## config.mk

```make
export PLATFORM = sky130hd
export DESIGN_NAME = spi_slave_byte
export DESIGN_NICKNAME = d
export VERILOG_FILES = /design/src/rtl/spi_slave_byte.sv
export SDC_FILE = /design/constraint.sdc
export NUM_CORES = 1
export LEC_CHECK = 0
export CAP_MARGIN = 30
export CORE_MARGIN = 3
export CORE_UTILIZATION = 53
export CTS_BUF_LIST = sky130_fd_sc_hd__clkbuf_8 sky130_fd_sc_hd__clkbuf_16
export CTS_CLUSTER_DIAMETER = 40
export DETAILED_ROUTE_END_ITERATION = 6
export PLACE_DENSITY = 0.87
export SYNTH_ARGS = -nofsm -noshare
export SYNTH_HDL_FRONTEND = slang
export SYNTH_SLANG_ARGS = --single-unit
```

## constraint.sdc

```tcl
create_clock -name clk -period 2 [get_ports clk]
set_input_delay 0.4 -clock clk [delete_from_list [all_inputs] [get_ports clk]]
set_output_delay 0.4 -clock clk [all_outputs]
set_load 0.02 [all_outputs]
```

## src/rtl/spi_slave_byte.sv

```systemverilog
// -----------------------------------------------------------------------------
// spi_slave_byte
//
// SPI target (responder) that oversamples SCK/CSN/MOSI on the system clock and
// shifts DATA_WIDTH-bit words MSB-first in both directions. Transmit data comes
// from a one-entry holding buffer (valid/ready); received words are presented
// on a registered rx_data with a one-cycle rx_valid strobe.
//
// Ports:
//   clk          system clock, at least 8x the SCK frequency
//   rstn         asynchronous active-low reset
//   spi_sck_i    SCK from the external master
//   spi_csn_i    chip select, active low
//   spi_sdi_i    MOSI
//   spi_sdo_o    MISO data (MSB of the transmit shift register)
//   spi_sdo_en   MISO tri-state control, 1 = high-Z, 0 = drive spi_sdo_o
//   tx_data      next word to send
//   tx_valid     tx_data valid
//   tx_ready     holding buffer empty
//   rx_data      last complete received word, held until the next completes
//   rx_valid     one-cycle strobe when rx_data updates
//   tx_underrun  one-cycle strobe when FILL is loaded instead of real data
//   busy         frame active (synchronized CSN low)
// -----------------------------------------------------------------------------
module spi_slave_byte #(
    parameter int                    DATA_WIDTH  = 8,
    parameter int                    SYNC_STAGES = 2,
    parameter bit                    CPOL        = 1'b0,
    parameter bit                    CPHA        = 1'b0,
    parameter logic [DATA_WIDTH-1:0] FILL        = {DATA_WIDTH{1'b1}}
) (
    input  logic                  clk,
    input  logic                  rstn,
    input  logic                  spi_sck_i,
    input  logic                  spi_csn_i,
    input  logic                  spi_sdi_i,
    output logic                  spi_sdo_o,
    output logic                  spi_sdo_en,
    input  logic [DATA_WIDTH-1:0] tx_data,
    input  logic                  tx_valid,
    output logic                  tx_ready,
    output logic [DATA_WIDTH-1:0] rx_data,
    output logic                  rx_valid,
    output logic                  tx_underrun,
    output logic                  busy
);

    localparam int                CNT_W    = (DATA_WIDTH > 1) ? $clog2(DATA_WIDTH) : 1;
    localparam logic [CNT_W-1:0]  LAST_BIT = CNT_W'(DATA_WIDTH - 1);

    typedef enum logic {
        IDLE   = 1'b0,
        ACTIVE = 1'b1
    } state_t;

    state_t state, next_state;

    logic [SYNC_STAGES-1:0] sck_sync, csn_sync, sdi_sync, flush_sync;
    logic                   sck_s, csn_s, sdi_s, sync_ok;
    logic                   sck_p1, csn_p1;
    logic                   armed;

    logic                   lead_edge, trail_edge, sample_edge, shift_edge;
    logic                   frame_end, load_en, shift_en, sample_en;

    logic [CNT_W-1:0]       bit_cnt;
    logic [DATA_WIDTH-1:0]  tx_shift, rx_shift, buf_data;
    logic                   buf_full;
    logic                   accept;

    // ---- synchronizers -------------------------------------------------------
    // flush_sync marks when the chains hold real pin values rather than their
    // reset values, so a CSN held low through reset cannot look like "high".
    always_ff @(posedge clk or negedge rstn) begin
        if (!rstn) begin
            sck_sync   <= {SYNC_STAGES{CPOL}};
            csn_sync   <= {SYNC_STAGES{1'b1}};
            sdi_sync   <= '0;
            flush_sync <= '0;
        end else begin
            sck_sync   <= {sck_sync[SYNC_STAGES-2:0], spi_sck_i};
            csn_sync   <= {csn_sync[SYNC_STAGES-2:0], spi_csn_i};
            sdi_sync   <= {sdi_sync[SYNC_STAGES-2:0], spi_sdi_i};
            flush_sync <= {flush_sync[SYNC_STAGES-2:0], 1'b1};
        end
    end

    assign sck_s   = sck_sync[SYNC_STAGES-1];
    assign csn_s   = csn_sync[SYNC_STAGES-1];
    assign sdi_s   = sdi_sync[SYNC_STAGES-1];
    assign sync_ok = flush_sync[SYNC_STAGES-1];

    // ---- edge detect / arming --------------------------------------------------
    always_ff @(posedge clk or negedge rstn) begin
        if (!rstn) begin
            sck_p1 <= CPOL;
            csn_p1 <= 1'b1;
            armed  <= 1'b0;
        end else begin
            sck_p1 <= sck_s;
            csn_p1 <= csn_s;
            if (sync_ok && csn_s) begin
                armed <= 1'b1;
            end
        end
    end

    assign lead_edge   = (sck_p1 == CPOL) && (sck_s != CPOL);
    assign trail_edge  = (sck_p1 != CPOL) && (sck_s == CPOL);
    assign sample_edge = CPHA ? trail_edge : lead_edge;
    assign shift_edge  = CPHA ? lead_edge  : trail_edge;

    // ---- frame FSM -------------------------------------------------------------
    always_ff @(posedge clk or negedge rstn) begin
        if (!rstn) begin
            state <= IDLE;
        end else begin
            state <= next_state;
        end
    end

    // A CSN rise wins over an SCK edge seen in the same cycle, so the final
    // trailing edge of a mode-0 frame that coincides with deselect does not
    // consume another word from the holding buffer.
    always_comb begin
        next_state = state;
        frame_end  = 1'b0;
        load_en    = 1'b0;
        shift_en   = 1'b0;
        sample_en  = 1'b0;
        case (state)
            IDLE: begin
                if (armed && csn_p1 && !csn_s) begin
                    next_state = ACTIVE;
                    load_en    = !CPHA;
                end
            end
            ACTIVE: begin
                if (csn_s && !csn_p1) begin
                    next_state = IDLE;
                    frame_end  = 1'b1;
                end else begin
                    sample_en = sample_edge;
                    if (shift_edge) begin
                        if (bit_cnt == '0) begin
                            load_en = 1'b1;
                        end else begin
                            shift_en = 1'b1;
                        end
                    end
                end
            end
            default: next_state = IDLE;
        endcase
    end

    // ---- datapath --------------------------------------------------------------
    // No bypass: a word accepted in a load cycle lands in the buffer while the
    // shift register takes the previous buffer contents (or FILL).
    assign accept = tx_valid && !buf_full;

    always_ff @(posedge clk or negedge rstn) begin
        if (!rstn) begin
            tx_shift    <= '0;
            rx_shift    <= '0;
            buf_data    <= '0;
            buf_full    <= 1'b0;
            bit_cnt     <= '0;
            rx_data     <= '0;
            rx_valid    <= 1'b0;
            tx_underrun <= 1'b0;
        end else begin
            rx_valid    <= 1'b0;
            tx_underrun <= 1'b0;

            if (load_en) begin
                if (buf_full) begin
                    tx_shift <= buf_data;
                end else begin
                    tx_shift    <= FILL;
                    tx_underrun <= 1'b1;
                end
            end else if (shift_en) begin
                tx_shift <= {tx_shift[DATA_WIDTH-2:0], 1'b0};
            end

            if (accept) begin
                buf_data <= tx_data;
                buf_full <= 1'b1;
            end else if (load_en) begin
                buf_full <= 1'b0;
            end

            if (frame_end) begin
                bit_cnt <= '0;
            end else if (sample_en) begin
                rx_shift <= {rx_shift[DATA_WIDTH-2:0], sdi_s};
                if (bit_cnt == LAST_BIT) begin
                    bit_cnt  <= '0;
                    rx_data  <= {rx_shift[DATA_WIDTH-2:0], sdi_s};
                    rx_valid <= 1'b1;
                end else begin
                    bit_cnt <= bit_cnt + 1'b1;
                end
            end
        end
    end

    assign busy       = (state == ACTIVE);
    assign spi_sdo_en = ~busy;
    assign spi_sdo_o  = tx_shift[DATA_WIDTH-1];
    assign tx_ready   = ~buf_full;

endmodule
```

==> results of run 1 <==
==> cell families (layout without fill, tap and decap cells) <==
kind of cell | after synthesis | in the layout | share of synthesized area, %
AO/OA/AOI/OAI | 17 | 17 | 6.01
other | 1 | 1 | 0.196
adder cells (fa/ha/maj) | 3 | 3 | 1.96
buffers and inverters | 11 | 48 | 2.68
multiplexers | 30 | 30 | 17.2
flip-flops | 49 | 49 | 64.2
AND/OR/NAND/NOR | 27 | 27 | 7.77
==> routing by layer <==
layer / vias to the layer above / track usage (%) / share of wire (%)
met5: - / 0 / 0
met2: 19 / 28.6 / 52
met1: 544 / 19.7 / 43
met3: 2 / 5.78 / 4.1
met4: 0 / 6.09 / 0.61
li1: 541 / - / -
==> area by class of cell <==
type	instances	area share [%]
clock inverter	3	2.72
tap	46	2.40
timing repair buffer	34	13.3
multi-input combinational	78	26.5
inverter	6	0.940
clock buffer	5	2.87
sequential	49	51.3
==> flip-flops by register name (all words and copies together) (netlist names), 2 cells and up <==
signal / flops
sck_sync: 2
rx_shift: 7
bit_cnt: 3
flush_sync: 2
sdi_sync: 2
tx_shift: 8
csn_sync: 2
rx_data: 8
buf_data: 8
==> through the flow <==
step                hold WS [ns]  cells  cell area (um2)  setup slack, ns
CTS                        0.127    221             2400            0.118
global route               0.152    221             2400           0.0566
floorplan                  0.104    138             1920            0.503
global placement           0.335    213             2260            0.418
finish                     0.115    221             2400            0.120
detailed placement         0.347    213             2260            0.360
==> critical path, stage by stage, from the launching register on <==
cell and delay, ns:
dfrtp_1 0.46, inv_1 0.12, clkdlybuf4s50_1 0.61
==> worst max-delay path by stage <==
| stage | endpoint | slack [ns] | cells after the start |
|---|---|---|---|
| global route | spi_sdo_en | 0.06 | 2 |
| floorplan | rx_shift[0] | 0.50 | 4 |
| global placement | buf_data[7] | 0.42 | 4 |
| finish | spi_sdo_en | 0.12 | 2 |
| detailed placement | rx_data[6] | 0.36 | 4 |
| CTS | spi_sdo_en | 0.12 | 2 |
==> cell usage in the layout, fill, tap and decap left out <==
master / count
a21o_1: 2
a22o_1: 3
a31oi_1: 1
a41oi_2: 1
and3_1: 1
and4bb_1: 1
buf_2: 1
buf_4: 7
bufinv_16: 2
clkbuf_8: 5
clkdlybuf4s50_1: 26
clkinv_2: 1
conb_1: 1
dfrtp_1: 46
dfstp_2: 3
ha_1: 3
inv_1: 5
inv_2: 1
mux2_1: 23
mux2i_1: 7
nand2_1: 9
nand2_2: 1
nand2b_1: 8
nor2_1: 3
nor2b_1: 3
nor4bb_1: 1
o21ai_0: 1
o21ai_1: 8
o22ai_1: 1
==> power by group through the flow <==
stage               Combinational, uW  Clock, uW  Sequential, uW
global route                      694        870            1440
finish                            619        805            1400
floorplan                         415          0            1380
global placement                  590          0            1400
CTS                               632        827            1400
detailed placement                625          0            1420
==> flow_metrics.env, run 1 <==
export IMPL_cts_root_buf="clkbuf_8"
export IMPL_fin_util_pct=70.1
export IMPL_cts_tree="yes"
export IMPL_hp_class="in2async"
export IMPL_drive_gt1_share_pct=12.6
export IMPL_clock_power_share_pct=28.5
export IMPL_combPwrFrac_pct=21.9
export IMPL_n_fill_cell=253
export IMPL_area_delta_synth_final_pct=25.1
export IMPL_cts_buffers=5
export IMPL_ant_nets=0
export IMPL_clock_latency_ns=0.29
export IMPL_drcViolationCount=0
export IMPL_setup_viol=0
export IMPL_htree_num_levels=2
export IMPL_cts_path_max_buffers=2
export IMPL_startpoint="busy"
export IMPL_period_share_pct=94.0
export IMPL_synth_seq_cells=49
export IMPL_finalWirelength_um=3130
export IMPL_power_share_switching_pct=26.5
export IMPL_rsz0062_at_grt="false"
export IMPL_clk_pin_slew_ns=0.09
export IMPL_skew_ns=0.00490
export IMPL_r2r_start="csn_sync[1]"
export IMPL_relSlewSlack_pct=58.2
export IMPL_die_w_um=66.1
export IMPL_yosys_area_top_type="dfrtp_1"
export IMPL_clkSinkCount=49
export IMPL_cp_max_fo=7
export IMPL_cts_setup_buffers=0
export IMPL_netlist_area_mm2=0.00192
export IMPL_slew_viol_final=0
export IMPL_min_period_ns=1.88
export IMPL_ctsHoldBuffers=0
export IMPL_p_int_uw=2080
export IMPL_drt_first_pass_iters=4
export IMPL_post_cts_resized=0
export IMPL_r2r_end="tx_shift[2]"
export IMPL_switchingPower_uw=748
export IMPL_routabilityCongestion=0.833
export IMPL_grt_pass1_wl_um=5380
export IMPL_multi_input_area_um2=634
export IMPL_maxCapViolCount=0
export IMPL_via_per_inst=5.00
export IMPL_leakage_uw=0.00116
export IMPL_syn_avg_cell_area_um2=13.9
export IMPL_seqCellArea_mm2=0.00123
export IMPL_overflow=0
export IMPL_grt_max_degree=31
export IMPL_drt_iter0_markers=32
export IMPL_tightestPinTransition_ns=0.627
export IMPL_ir_drop_mv=0.797
export IMPL_setup_tns_ns=0
export IMPL_antenna_cells=0
export IMPL_coreArea_mm2=0.00342
export IMPL_fmax_mhz=532
export IMPL_synth_top_flop_cell="dfrtp_1"
export IMPL_yosysSeqAreaShare_pct=64.2
export IMPL_hpwl_um=2310
export IMPL_synthDistinctLibCells=26
export IMPL_yosysTopAreaCellShare_pct=60.1
export IMPL_initial_core_util_pct=56.1
export IMPL_total_power_uw=2830
export IMPL_io_buffers=27
export IMPL_netlist_instances=138
export IMPL_wl_per_cell_um=14.2
export IMPL_seq_power_share_pct=49.6
export IMPL_r2r_cells=5
export IMPL_critPathKind="reg2out"
export IMPL_synth_most_common_cell="dfrtp_1"
export IMPL_synth_common_cells="dfrtp_1 (46), mux2_1 (23), nand2_1 (9)"
export IMPL_vias=1106
export IMPL_cp_arrival_ns=1.48
export IMPL_crit_required_ns=1.60
export IMPL_end_kind="output pin"
export IMPL_first_global_vias=1175
export IMPL_async_flop_share_pct=100
export IMPL_synth_edf_count=0
export IMPL_synth_area_leaders="dfrtp_1 (60%), mux2_1 (14%), dfstp_2 (4.1%)"
export IMPL_num_rows=21
export IMPL_status="finished clean"
export IMPL_synth_nets=155
export IMPL_final_nets=191
export IMPL_yosys_warnings=0
export IMPL_die_h_um=66.1
export IMPL_hold_viol_final=0
export IMPL_io_pins=28
export IMPL_crit_path_start_kind="flop"
export IMPL_ff2ff_setup_slack_ns=0.33
export IMPL_antenna_found_initial=0
export IMPL_power_density_mw_per_mm2=1180
export IMPL_globalRouteTotalUtil_pct=16.9
export IMPL_design_die_area_mm2=0.00437
No activity file was read; power rests on OpenSTA's default activity.
==> run 2: changes to the inputs <==
--- a/config.mk
+++ b/config.mk
@@ -5,6 +5,7 @@
 export SDC_FILE = /design/constraint.sdc
 export NUM_CORES = 1
 export LEC_CHECK = 0
+export ABC_CLOCK_PERIOD_IN_PS = 2000
 export CAP_MARGIN = 30
 export CORE_MARGIN = 3
 export CORE_UTILIZATION = 53
==> results of run 2 <==
Same layout as run 1: the final DEF is identical, and so are final timing and power.
==> run 3: changes to the inputs <==
--- a/config.mk
+++ b/config.mk
@@ -12,7 +12,8 @@
 export CTS_BUF_LIST = sky130_fd_sc_hd__clkbuf_8 sky130_fd_sc_hd__clkbuf_16
 export CTS_CLUSTER_DIAMETER = 40
 export DETAILED_ROUTE_END_ITERATION = 6
-export PLACE_DENSITY = 0.87
+export PLACE_DENSITY = 0.78
+export RECOVER_POWER = 100
 export SYNTH_ARGS = -nofsm -noshare
 export SYNTH_HDL_FRONTEND = slang
 export SYNTH_SLANG_ARGS = --single-unit
==> run 3 against run 2 <==
  * Core utilization shrank 1.2 points
  * Global-route usage grew 0.27 points
  * Setup slack lost 0.010 ns
  * Critical path depth grew 2
  * Final cell count shrank 0.45%
  * Combinational power shrank 12%
  * Clock skew grew 0.0025 ns
  * Count of clock-buffer cells in the layout grew 1
  * Largest cell class unchanged
==> flow_metrics.env, run 3 (synthesized netlist as in run 1, its figures left out) <==
export IMPL_endpoint="rx_shift[1]"
export IMPL_finalWirelength_um=3080
export IMPL_clock_latency_ns=0.29
export IMPL_htree_num_levels=2
export IMPL_holdPathStages=0
export IMPL_globalRouteTotalUtil_pct=17.1
export IMPL_crit_required_ns=2.17
export IMPL_die_h_um=66.1
export IMPL_hpwl_um=2300
export IMPL_maxCapViolCount=0
export IMPL_ctsHoldBuffers=0
export IMPL_grt_max_degree=50
export IMPL_clkSinkCount=49
export IMPL_r2r_cells=4
export IMPL_cts_path_max_buffers=2
export IMPL_r2r_end="rx_shift[1]"
export IMPL_num_rows=21
export IMPL_setup_viol=0
export IMPL_cp_arrival_ns=2.06
export IMPL_skew_ns=0.00736
export IMPL_antenna_found_initial=0
export IMPL_total_power_uw=2670
export IMPL_io_pins=28
export IMPL_wl_per_cell_um=14.0
export IMPL_ant_nets=0
export IMPL_rsz0062_at_grt="false"
export IMPL_vias=1111
export IMPL_tightestPinTransition_ns=1.14
export IMPL_cp_max_fo=9
export IMPL_whs_ns=0.355
export IMPL_final_nets=190
export IMPL_die_w_um=66.1
export IMPL_startpoint="csn_p1"
export IMPL_relSlewSlack_pct=24.2
export IMPL_initial_core_util_pct=56.1
export IMPL_r2r_start="csn_p1"
export IMPL_cp_slowest_cell="dfstp_2"
export IMPL_cts_root_buf="clkbuf_8"
export IMPL_final_cell_mix="dfrtp_1 (45), mux2_1 (23), dlygate4sd3_1 (16), nand2_1 (10), clkdlybuf4s50_1 (10)"
export IMPL_power_share_switching_pct=26.9
export IMPL_slew_viol_final=0
export IMPL_status="finished clean"
export IMPL_reg_largest_list="buf_data x8, rx_data x8, tx_shift x8"
export IMPL_p_int_uw=1950
export IMPL_first_global_vias=1245
export IMPL_min_period_ns=1.89
export IMPL_overflow=0
export IMPL_end_kind="flop"
export IMPL_ir_drop_mv=0.865
export IMPL_setup_tns_ns=0
export IMPL_seq_power_share_pct=53.4
export IMPL_seqCellArea_mm2=0.00123
export IMPL_multi_input_area_um2=632
export IMPL_grt_pass1_wl_um=5620
export IMPL_n_fill_cell=277
export IMPL_drt_iter0_markers=46
export IMPL_cts_tree="yes"
export IMPL_cp_slowest_stage_delay_ns=0.55
export IMPL_final_common_cell="dfrtp_1"
export IMPL_path_cells="nand2b_1, and3_1, clkbuf_1, mux2_1"
export IMPL_period_share_pct=94.5
export IMPL_area_delta_synth_final_pct=22.9
export IMPL_fmax_mhz=529
export IMPL_drcViolationCount=0
export IMPL_leakage_uw=0.00117
export IMPL_drt_first_pass_iters=4
export IMPL_io_buffers=27
export IMPL_hold_start="sck_sync[0]"
export IMPL_hold_viol_final=0
export IMPL_drive_gt1_share_pct=9.20
export IMPL_clk_pin_slew_ns=0.08
export IMPL_antenna_cells=0
export IMPL_coreArea_mm2=0.00342
export IMPL_design_die_area_mm2=0.00437
export IMPL_hp_class="reg2reg"
export IMPL_critPathKind="reg2reg"
export IMPL_clock_power_share_pct=26.2
export IMPL_power_density_mw_per_mm2=1140
export IMPL_switchingPower_uw=718
export IMPL_via_per_inst=5.05
export IMPL_routabilityCongestion=0.735
export IMPL_cts_buffers=5
export IMPL_fin_util_pct=68.9
export IMPL_crit_path_start_kind="flop"
export IMPL_combPwrFrac_pct=20.5
export IMPL_ff2ff_setup_slack_ns=0.11
-- run 3: worst min path at each step --
stage | end | slack (ns)
2_1_floorplan | armed | 0.10
3_3_place_gp | flush_sync[1] | 0.33
3_5_place_dp | sck_sync[1] | 0.34
4_1_cts | rx_data[6] | 0.21
5_1_grt | sck_sync[1] | 0.36
6_report | sck_sync[1] | 0.35
-- run 3: layer usage --
metal / GRT usage, % / wire length (um) / up-vias
li1: - / - / 536
met1: 20.8 / 1320 / 541
met5: 0 / 0 / -
met3: 4.42 / 138 / 8
met4: 8.38 / 70 / 0
met2: 28.3 / 1560 / 26
-- run 3: power groups by stage --
stage                     combinational, uW  sequential (uW)  clock, uW
after floorplan                         415             1380          0
after global placement                  558             1420          0
after detailed placement                589             1450          0
after CTS                               592             1430        717
after global routing                    634             1470        760
final                                   547             1430        700
-- run 3: worst max-delay path: cells and delay by family (launching register included) --
kind	cells	cell delay, ns
multiplexers	1	0.38
buffers and inverters	1	0.44
AND/OR/NAND/NOR	2	0.41
flip-flops	1	0.55
-- run 3: timing repair --
| action | in CTS | in global routing |
|---|---|---|
| resized for setup | 0 | 1 |
| setup buffers | 0 | 0 |
| hold endpoints to repair | 0 | 0 |
| endpoints found under the setup margin | 0 | 1 |
-- run 3: layout make-up --
cell class | instances | area share (%)
sequential | 49 | 52.3
multi-input combinational | 78 | 26.8
timing repair buffer | 33 | 12.5
clock buffer | 6 | 3.51
tap | 46 | 2.45
clock inverter | 2 | 1.44
inverter | 6 | 0.957
-- run 3: per-stage QoR --
step	instances	setup slack [ns]	instance area, um2
floorplan	138	0.503	1920
global placement	212	0.392	2250
detailed placement	212	0.334	2250
CTS	220	0.0537	2370
global route	220	0.0283	2350
finish	220	0.110	2350
